### src/rtl/kara32_sched.sv
// Karatsuba sequencer: runs three 17x17 sub-products of a 32x32 unsigned
// multiply through one shared multiplier and recombines them into 64 bits.
module kara32_sched #(
    parameter int TIMEOUT = 255,
    parameter int CNT_W   = 8
) (
    input  logic        clk,
    input  logic        rst,
    input  logic        start,
    input  logic [31:0] A,
    input  logic [31:0] B,
    output logic        busy,
    output logic        done,
    output logic [63:0] P,
    output logic        err,
    output logic        m_start,
    output logic [16:0] m_A,
    output logic [16:0] m_B,
    input  logic        m_done,
    input  logic [33:0] m_P
);

    typedef enum logic [2:0] {
        S_IDLE,
        S_ISSUE,
        S_RELEASE,
        S_COMBINE,
        S_DONE
    } state_t;

    localparam logic [CNT_W-1:0] TO_CNT = CNT_W'(TIMEOUT);

    state_t             state_q, state_d;
    logic [1:0]         k_q, k_d;
    logic [31:0]        a_q, a_d, b_q, b_d;
    logic [33:0]        z0_q, z0_d, z1_q, z1_d, z2_q, z2_d;
    logic [CNT_W-1:0]   cnt_q, cnt_d, cnt_inc;
    logic               abort_q, abort_d;
    logic [63:0]        p_q, p_d;
    logic               err_q, err_d;
    logic [16:0]        ma_q, ma_d, mb_q, mb_d;
    logic [33:0]        mid;
    logic [1:0]         k_nxt;

    // Operand pair for sub-product k: {opA, opB}; k=2 uses the 17-bit half sums.
    function automatic logic [33:0] sel_ops(input logic [1:0] k,
                                            input logic [31:0] a,
                                            input logic [31:0] b);
        case (k)
            2'd0:    sel_ops = {1'b0, a[15:0], 1'b0, b[15:0]};
            2'd1:    sel_ops = {1'b0, a[31:16], 1'b0, b[31:16]};
            default: sel_ops = {({1'b0, a[15:0]} + {1'b0, a[31:16]}),
                                ({1'b0, b[15:0]} + {1'b0, b[31:16]})};
        endcase
    endfunction

    assign cnt_inc = cnt_q + 1'b1;
    assign k_nxt   = k_q + 2'd1;
    assign mid     = z1_q - z2_q - z0_q;

    always_ff @(posedge clk or posedge rst) begin
        if (rst) begin
            state_q <= S_IDLE;
            k_q     <= '0;
            a_q     <= '0;
            b_q     <= '0;
            z0_q    <= '0;
            z1_q    <= '0;
            z2_q    <= '0;
            cnt_q   <= '0;
            abort_q <= 1'b0;
            p_q     <= '0;
            err_q   <= 1'b0;
            ma_q    <= '0;
            mb_q    <= '0;
        end else begin
            state_q <= state_d;
            k_q     <= k_d;
            a_q     <= a_d;
            b_q     <= b_d;
            z0_q    <= z0_d;
            z1_q    <= z1_d;
            z2_q    <= z2_d;
            cnt_q   <= cnt_d;
            abort_q <= abort_d;
            p_q     <= p_d;
            err_q   <= err_d;
            ma_q    <= ma_d;
            mb_q    <= mb_d;
        end
    end

    always_comb begin
        state_d = state_q;
        k_d     = k_q;
        a_d     = a_q;
        b_d     = b_q;
        z0_d    = z0_q;
        z1_d    = z1_q;
        z2_d    = z2_q;
        cnt_d   = cnt_q;
        abort_d = abort_q;
        p_d     = p_q;
        err_d   = err_q;
        ma_d    = ma_q;
        mb_d    = mb_q;

        case (state_q)
            S_IDLE: begin
                if (start) begin
                    a_d            = A;
                    b_d            = B;
                    err_d          = 1'b0;
                    abort_d        = 1'b0;
                    k_d            = 2'd0;
                    cnt_d          = '0;
                    {ma_d, mb_d}   = sel_ops(2'd0, A, B);
                    state_d        = S_ISSUE;
                end
            end
            S_ISSUE: begin
                cnt_d = cnt_inc;
                if (m_done) begin
                    case (k_q)
                        2'd0:    z0_d = m_P;
                        2'd1:    z2_d = m_P;
                        default: z1_d = m_P;
                    endcase
                    cnt_d   = '0;
                    state_d = S_RELEASE;
                end else if (TIMEOUT != 0 && cnt_inc == TO_CNT) begin
                    abort_d = 1'b1;
                    cnt_d   = '0;
                    state_d = S_RELEASE;
                end
            end
            S_RELEASE: begin
                // Wait for the multiplier to drop done before the next request.
                if (!m_done) begin
                    if (abort_q) begin
                        abort_d = 1'b0;
                        p_d     = '0;
                        err_d   = 1'b1;
                        state_d = S_DONE;
                    end else if (k_q < 2'd2) begin
                        k_d          = k_nxt;
                        {ma_d, mb_d} = sel_ops(k_nxt, a_q, b_q);
                        state_d      = S_ISSUE;
                    end else begin
                        state_d = S_COMBINE;
                    end
                end
            end
            S_COMBINE: begin
                p_d     = ({30'd0, z2_q} << 32) + ({30'd0, mid} << 16) + {30'd0, z0_q};
                state_d = S_DONE;
            end
            S_DONE: begin
                state_d = S_IDLE;
            end
            default: state_d = S_IDLE;
        endcase
    end

    assign busy    = (state_q != S_IDLE);
    assign done    = (state_q == S_DONE);
    assign m_start = (state_q == S_ISSUE);
    assign m_A     = ma_q;
    assign m_B     = mb_q;
    assign P       = p_q;
    assign err     = err_q;

endmodule

### config.mk
export PLATFORM = sky130hd
export DESIGN_NAME = kara32_sched
export DESIGN_NICKNAME = d
export VERILOG_FILES = /design/src/rtl/kara32_sched.sv
export SDC_FILE = /design/constraint.sdc
export NUM_CORES = 1
export LEC_CHECK = 0
export CAP_MARGIN = 20
export CORE_MARGIN = 2
export CORE_UTILIZATION = 50
export DETAILED_ROUTE_END_ITERATION = 10
export PLACE_DENSITY = 0.74
export SYNTH_ARGS = -nofsm -noshare
export SYNTH_HDL_FRONTEND = slang
export SYNTH_SLANG_ARGS = --single-unit
### constraint.sdc
create_clock -name clk -period 13.63 [get_ports clk]
set_input_delay 3.4075 -clock clk [delete_from_list [all_inputs] [get_ports clk]]
set_output_delay 3.4075 -clock clk [all_outputs]
set_load 0.01 [all_outputs]
# Word level (Yosys, flattened, before mapping)
# Index checks and enable logic that the tools add are counted.
[totals]
regBits = 279
in_bits = 102
out_inout_bits = 102
elab_cells = 95
[op_classes]
addsub = 8
n_lt_le_gt_ge = 1
eq_ne = 15
n_mux = 38
bitwise = 1
n_reduce_logical = 19
[ops]
columns = ["operator", "count"]
rows = [
  ["17-bit 2-to-1 mux", 8],
  ["64-bit 2-to-1 mux", 2],
  ["64-bit case mux with 2 select lines", 1],
  ["17-bit case mux with 2 select lines", 2],
  ["34-bit case mux with 2 select lines", 1],
  ["34-bit subtractor", 2],
  ["64-bit by 34-bit adder with 64-bit output", 1],
  ["64-bit by 50-bit adder with 64-bit output", 1],
  ["16-bit by 16-bit adder with 17-bit output", 2],
  ["8-bit 2-to-1 mux", 3],
  ["8-bit case mux with 2 select lines", 1],
  ["3-bit 2-to-1 mux", 5],
  ["3-bit AND reduction", 5],
  ["2-bit inequality test (second input constant)", 6],
  ["3-bit case mux with 4 select lines", 1],
  ["2-bit 2-to-1 mux", 5],
  ["5-bit AND reduction", 2],
  ["8-bit by 1-bit adder with 8-bit output (second input constant)", 1],
  ["8-bit == test (second input constant)", 1],
  ["3-bit by 2-bit == test with 1-bit output (second input constant)", 2],
  ["1-bit 2-to-1 mux", 6],
  ["2-bit nonzero test", 3],
  ["3-bit nonzero test", 2],
  ["2-bit by 1-bit == test with 1-bit output (second input constant)", 2],
  ["other kinds (15)", 17],
]

# Longest topological paths before layout
# Gate-level depths: netlist (run 1).
[depth]
word_depth = 7
depth_mapped = 27
ltp_nobuf = 25

# Worst setup path before layout (run 1)
# OpenSTA, ideal clock, no wires.
[synth_timing]
path_type = "flip-flop to flip-flop"
start = "register z0_q[0]"
end = "register p_q[55], in the netlist P[55]"
setup_ns = 0.069
arrival_ns = 5.696
required_time_ns = 13.561
path_slack_ns = 7.865
path_stages_with_launch = 27
path_buffers = 2
period_less_slack_ns = 5.765
path_cell_list = "dfrtp_1 > fa_1 > inv_1 > ha_1 > or2_2 > fa_1 > a21o_1 > a221oi_2 > a211oi_2 > o211ai_1 > nand2b_1 > a21o_1 > xnor2_1 > fa_1 > inv_1 > ha_1 > buf_2 > nand4_2 > nor3_4 > o21ai_1 > o2111ai_2 > a31oi_4 > o21ai_4 > a221oi_4 > buf_6 > or4_1 > nand3_1"
[synth_via]
elab_chain_len = 4
[synth_lines]
columns = ["element", "line", "text"]
rows = [
  ["from (decl)", "36", "logic [33:0] z0_q, z0_d, z1_q, z1_d, z2_q, z2_d;"],
  ["from (signal assigned)", "81", "z0_q <= z0_d;"],
  ["34-bit subtractor", "59", "assign mid = z1_q - z2_q - z0_q;"],
  ["64-bit by 50-bit adder with 64-bit output", "155", "p_d = ({30'd0, z2_q} << 32) + ({30'd0, mid} << 16) + {30'd0, z0_q};"],
  ["64-bit by 34-bit adder with 64-bit output *", "155", ""],
  ["64-bit case mux with 2 select lines *", "108", "case (state_q)"],
  ["to (signal assigned)", "86", "p_q <= p_d;"],
  ["to (decl)", "39", "logic [63:0] p_q, p_d;"],
]
# Every way passes the cells marked *; elsewhere a longest branch is shown, timed or not.
# A chain may end at the register's enable or synchronous reset.

# Final worst setup path (run 1)
[layout_timing]
start = "register z0_q[0]"
end = "register p_q[56], in the netlist P[56]"
# The elaborated chain is that of the path after synthesis.

==> flow_summary.ini, run 1 <==
[clock_network]
cts.sinks = 279
htreeDepth = 1
cts_root_buf = clkbuf_16
worstSkewPairLatency_ps = 580
cts_hold_buf = 0
post_cts_buffers = 0
cts-resized-gates = 0
clkTransAtPathRegs_ps = 70
cts_buffers = 31
clock_path_buffers = 3
cts_tree = done

[sta]
rsz0062_at_grt = no
hold_ws_ps = 476
fin_skew_ps = 10.8
tns_ps = 0
relSlewSlack_pct = 25.8
fin_crit_sh_pct = 48.1
fmax_mhz = 152
hold_violations = 0
worst_pin_slew_ps = 1110
final_max_slew_viol_count = 0
setup_viol = 0
period_minus_slack_ps = 6560

[synth]
syn-num-nets = 2018
synthCells = 1739
synth_edf_count = 0
yosys_warnings = 0
synth_area_um2 = 17800
synth.distinct_cells = 85
synth_seq_cells = 279
synth.avg_cell_area_um2 = 10.2
synth_seq_area_share_pct = 39.3
synth_async_sr_flop_share_pct = 100
synthFlopType = dfrtp_1

[setup_path]
crit_fanout = 9
criticalPathCategory = reg2reg
critPathSlowestCell = fa_1
reg2reg_depth = 24
startpoint_type = flop
crit_start = z0_q[0]$_DFFE_PP0P_
path_delay_family = compound AO/OA/AOI/OAI gates
cpMostUsedCell = fa_1
cp.arrival_ps = 6990
reg2reg_slack_ps = 7070
crit_cells = 24
regToRegStartpoint = z0_q[0]$_DFFE_PP0P_
cp_num_buf_inv = 2
critPathMaxStageDelay_ps = 570
reg2reg_to = P[56]$_DFFE_PP0P_
cp_cell_sequence = fa_1 -> inv_1 -> ha_1 -> or2_2 -> fa_1 -> a21o_1 -> a221oi_2 -> a211oi_2 -> o211ai_1 -> nand2b_1 -> a21o_1 -> xnor2_1 -> fa_1 -> inv_1 -> ha_1 -> a21oi_2 -> nand2_1 -> a221oi_2 -> o22ai_1 -> o21ba_2 -> nor3_2 -> nor4_1 -> xnor2_1 -> o21ai_1
required_ps = 14070
cp-end-kind = flop
crit_end = P[56]$_DFFE_PP0P_

[routing]
routed_wl_um = 47100
drt_first_pass_iters = 5
drt_iter0_drc = 921
via_per_inst = 5.80
antenna_left = 0
vias = 13900
drc = 0
wl_per_cell_um = 19.6

[worst_hold_path]
hold_path_depth = 2
hold_class = reg2reg

[grt]
grt_max_degree = 164
gr-total-overflow = 0
grt_pass1_vias = 14000
gr-usage-all-layers_pct = 25.8
grt_pass1_wl_um = 75300
antenna_found_initial = 3

[layout]
final_common_cell = dfrtp_1
regArea_um2 = 6980
synthToLayoutAreaGrowth_pct = 20.4
nFillCells = 2917
drive_gt1_share_pct = 14.0
final_cell_mix = 279 x dfrtp_1, 203 x clkdlybuf4s50_1, 162 x mux2_2, 148 x nand2_1, 138 x ha_1
multiInputGateArea_um2 = 10100
final_util_pct = 60.5
fin_nets = 2195

[floorplanning]
coreArea_um2 = 35300
die_w_um = 192
core.rowCount = 69
pin_count = 204
die_area_um2 = 37000
die_y_um = 192
start_util_pct = 50.3

[placement]
gp_congestion = 0.910
dpl.hpwl_um = 34600
numPortBuffers = 203

[job]
maxCapViolCount = 0

[run_status]
status = finished, final reports clean
state kept, by name (all words and copies together), names as in the netlist, 2 cells and up:
| register | cells |
|---|---|
| m_A | 17 |
| P | 64 |
| z0_q | 34 |
| cnt_q | 8 |
| z1_q | 34 |
| b_q | 32 |
| state_q | 3 |
| z2_q | 34 |
| m_B | 17 |
| k_q | 2 |
| a_q | 32 |
metrics by stage:
| stage | cells | cell area [um2] | setup slack (ps) |
|---|---|---|---|
| final | 2404 | 21400 | 7070 |
| after global routing | 2402 | 21400 | 6680 |
| after global placement | 2342 | 20200 | 7330 |
| after detailed placement | 2342 | 20200 | 7200 |
| after CTS | 2400 | 21300 | 7160 |
| after floorplan | 1739 | 17800 | 2530 |
worst min path at each step:
stage / startpoint / to / slack [ps]
CTS: P[3]$_DFFE_PP0P_ / P[3]$_DFFE_PP0P_ / 480
global route: P[35]$_DFFE_PP0P_ / P[35]$_DFFE_PP0P_ / 500
finish: P[41]$_DFFE_PP0P_ / P[41]$_DFFE_PP0P_ / 480
global placement: P[34]$_DFFE_PP0P_ / P[34]$_DFFE_PP0P_ / 460
floorplan: z0_q[10]$_DFFE_PP0P_ / z0_q[10]$_DFFE_PP0P_ / 480
detailed placement: P[3]$_DFFE_PP0P_ / P[3]$_DFFE_PP0P_ / 470
area by class of cell:
class | count | share of cell area (%)
multi-input cells | 1277 | 47.4
diodes | 2 | 0.0234
repair buffers | 215 | 10.1
inverters | 112 | 2.00
flip-flops and latches | 279 | 32.7
well taps | 461 | 2.70
clock inverters | 19 | 1.12
clock buffers | 39 | 4.00
logic make-up after synthesis:
| logic type | synth area share [%] |
|---|---|
| AOI/OAI and AO/OA | 17.3 |
| DFF | 39.3 |
| muxes | 10.5 |
| xor gates and xnor gates | 4.59 |
| and+or+nand+nor | 10.3 |
| buffers and inverters | 3.95 |
| adders and majority gates | 14.1 |
Yosys cell counts, types with 7 or more instances:
cell / number / share of area, %
a22oi_1: 10 / 0.42
nor2_1: 71 / 1.5
nor4_1: 8 / 0.28
ha_1: 139 / 9.8
nor3_1: 24 / 0.68
a21oi_1: 95 / 2.7
a221o_1: 8 / 0.45
fa_1: 38 / 4.3
o21ai_0: 127 / 3.6
o21a_1: 16 / 0.68
dfrtp_1: 279 / 39
mux2_2: 162 / 10
nand2_1: 149 / 3.1
xor2_1: 33 / 1.6
nor2b_1: 10 / 0.35
o21bai_1: 8 / 0.34
a21o_1: 28 / 1.2
a211oi_1: 25 / 1.1
nand4_1: 13 / 0.46
o211ai_1: 12 / 0.51
a221oi_1: 21 / 1.0
or3_1: 7 / 0.25
o21ai_1: 25 / 0.70
nor3b_1: 9 / 0.38
xnor2_1: 60 / 3.0
inv_1: 111 / 2.3
a31oi_1: 17 / 0.60
nand2b_1: 13 / 0.46
nand3_1: 37 / 1.0
clkbuf_1: 59 / 1.2
worst reg2reg max path, cell delays in order, from the launching register on:
cell and delay (ps):
dfrtp_1 420, fa_1 570, inv_1 50, ha_1 200, or2_2 310, fa_1 420, a21o_1 240, a221oi_2 360
a211oi_2 150, o211ai_1 310, nand2b_1 90, a21o_1 200, xnor2_1 140, fa_1 480, inv_1 50, ha_1 420
a21oi_2 250, nand2_1 90, a221oi_2 350, o22ai_1 150, o21ba_2 220, nor3_2 530, nor4_1 170, xnor2_1 180
o21ai_1 80
layer usage:
metal	track usage (%)	up-vias	routed length, um
met5	0	-	13
met1	33.5	6851	20100
met4	9.84	2	1770
li1	-	6618	-
met3	5.42	90	3060
met2	42.2	374	22100
Power of run 1 is left out: the tool's default activity adds up to more than one toggle a clock period on the data nets, which glitch-free logic cannot reach.
==> run 2, diff against run 1 <==
==> constraint.sdc (replaced) <==
create_clock -name clk -period 6.1 [get_ports clk]
set_input_delay 1.525 -clock clk [delete_from_list [all_inputs] [get_ports clk]]
set_output_delay 1.525 -clock clk [all_outputs]
set_load 0.01 [all_outputs]
==> flow_summary.ini, run 2 (same netlist as run 1, synthesis figures left out) <==
[setup_path]
criticalPathCategory = reg2reg
crit_fanout = 13
reg2reg_depth = 27
cp.arrival_ps = 6550
cp-end-kind = flop
required_ps = 6610
reg2reg_slack_ps = 60
startpoint_type = flop

[routing]
drc = 0
routed_wl_um = 48200
wl_per_cell_um = 19.8
vias = 14100
via_per_inst = 5.82
drt_iter0_drc = 719
antenna_left = 0
drt_first_pass_iters = 5

[floorplanning]
core.rowCount = 69
die_y_um = 192
start_util_pct = 50.3
coreArea_um2 = 35300
die_w_um = 192
die_area_um2 = 37000
pin_count = 204

[run_status]
status = finished, final reports clean

[layout]
fin_nets = 2224
final_cell_mix = 279 x dfrtp_1, 203 x clkdlybuf4s50_1, 162 x mux2_2, 146 x nand2_1, 132 x ha_1
nFillCells = 2917
largest_register_ffs = 64
final_common_cell = dfrtp_1
drive_gt1_share_pct = 16.5
stdcell_count = 2431
synthToLayoutAreaGrowth_pct = 22.7
design_area_um2 = 21800

[clock_network]
cts_hold_buf = 0
cts_root_buf = clkbuf_16
clock_path_buffers = 3
htreeDepth = 1
clkTransAtPathRegs_ps = 70
cts_buffers = 31
cts_tree = done
worstSkewPairLatency_ps = 590
cts.sinks = 279

[worst_hold_path]
hold_class = reg2reg
hold_path_depth = 2

[sta]
fin_crit_sh_pct = 98.9
fmax_mhz = 166
worst_pin_slew_ps = 1230
period_minus_slack_ps = 6040
setup_viol = 0
relSlewSlack_pct = 18.0
final_max_slew_viol_count = 0
fin_skew_ps = 15.0
hold_ws_ps = 478
rsz0062_at_grt = yes
hold_violations = 0

[grt]
antenna_found_initial = 5
grt_max_degree = 158
grt_pass1_vias = 14200
gr-total-overflow = 0
gr-usage-all-layers_pct = 26.2
grt_pass1_wl_um = 76400

[placement]
dpl_cell_area_um2 = 20400
gp_congestion = 0.889
dp.cells = 2366
numPortBuffers = 203
dpl.hpwl_um = 35900

[job]
maxCapViolCount = 0
-- run 2: cell types whose count changed in the layout (fill, tap and decap cells not counted), moves of 4 or more --
cell,change
buf_4,+26
ha_4,+4
ha_1,-6
nor4_4,+5
clkbuf_1,+5
nor4_1,-5
-- run 2: worst max-delay path, cell delays in order (launching register included) --
cell	delay, ps
dfrtp_1	360
inv_2	50
fa_1	550
inv_1	50
ha_2	170
or2_4	230
fa_2	360
a21o_1	200
a221oi_2	310
a211oi_2	140
o211ai_1	250
buf_4	160
nand4_1	120
a31o_2	310
a221oi_2	240
xnor2_1	110
ha_1	330
ha_4	310
nand4_1	150
nor3_4	230
o21ai_1	100
o2111ai_2	100
a31oi_4	70
o21ai_4	230
a221oi_4	100
buf_12	160
or4_1	470
nand3_1	100
-- run 2: final cells by class --
cell class | count | area (um2) | area share (%)
antenna | 1 | 2.50 | 0.0115
clock buffer | 47 | 916 | 4.20
tap | 461 | 577 | 2.65
multi-input combinational | 1277 | 10400 | 47.6
inverter | 112 | 424 | 1.95
timing repair buffer | 244 | 2410 | 11.0
clock inverter | 10 | 109 | 0.500
sequential | 279 | 6980 | 32.0
-- run 2: path summary, 6_finish.rpt --
check | to | startpoint
min reg2reg | P[33]$_DFFE_PP0P_ | P[33]$_DFFE_PP0P_
min | P[33]$_DFFE_PP0P_ | P[33]$_DFFE_PP0P_
max in group asynchronous | P[0]$_DFFE_PP0P_ | rst
max reg2reg | P[57]$_DFFE_PP0P_ | z1_q[0]$_DFFE_PP0P_
max | P[57]$_DFFE_PP0P_ | z1_q[0]$_DFFE_PP0P_
min in group asynchronous | P[16]$_DFFE_PP0P_ | rst
-- run 2: metal layers --
layer  vias up  wire [um]  global-route usage, %
met5         -         28                      0
met4         4       2140                   11.5
met3        88       3020                   5.56
met2       380      22400                   42.2
met1      6984      20600                   34.1
li1       6693          -                      -
-- run 2: timing repair --
action / in CTS / in global routing
setup endpoints to repair: 7 / 22
resized for setup: 2 / 43
pin swaps: 2 / 46
gates cloned: 0 / 0
buffers inserted: 0 / 5
-- run 2: metrics by stage --
step	setup TNS [ps]	setup WS [ps]	util, %
after global placement	0	87.3	57.8
final	0	64.2	61.7
after global routing	-958	-177	61.7
after detailed placement	-7.90	-7.90	57.8
after floorplan	0	335	-
after CTS	0	53.7	60.8
Power of run 2 is left out for the same reason.
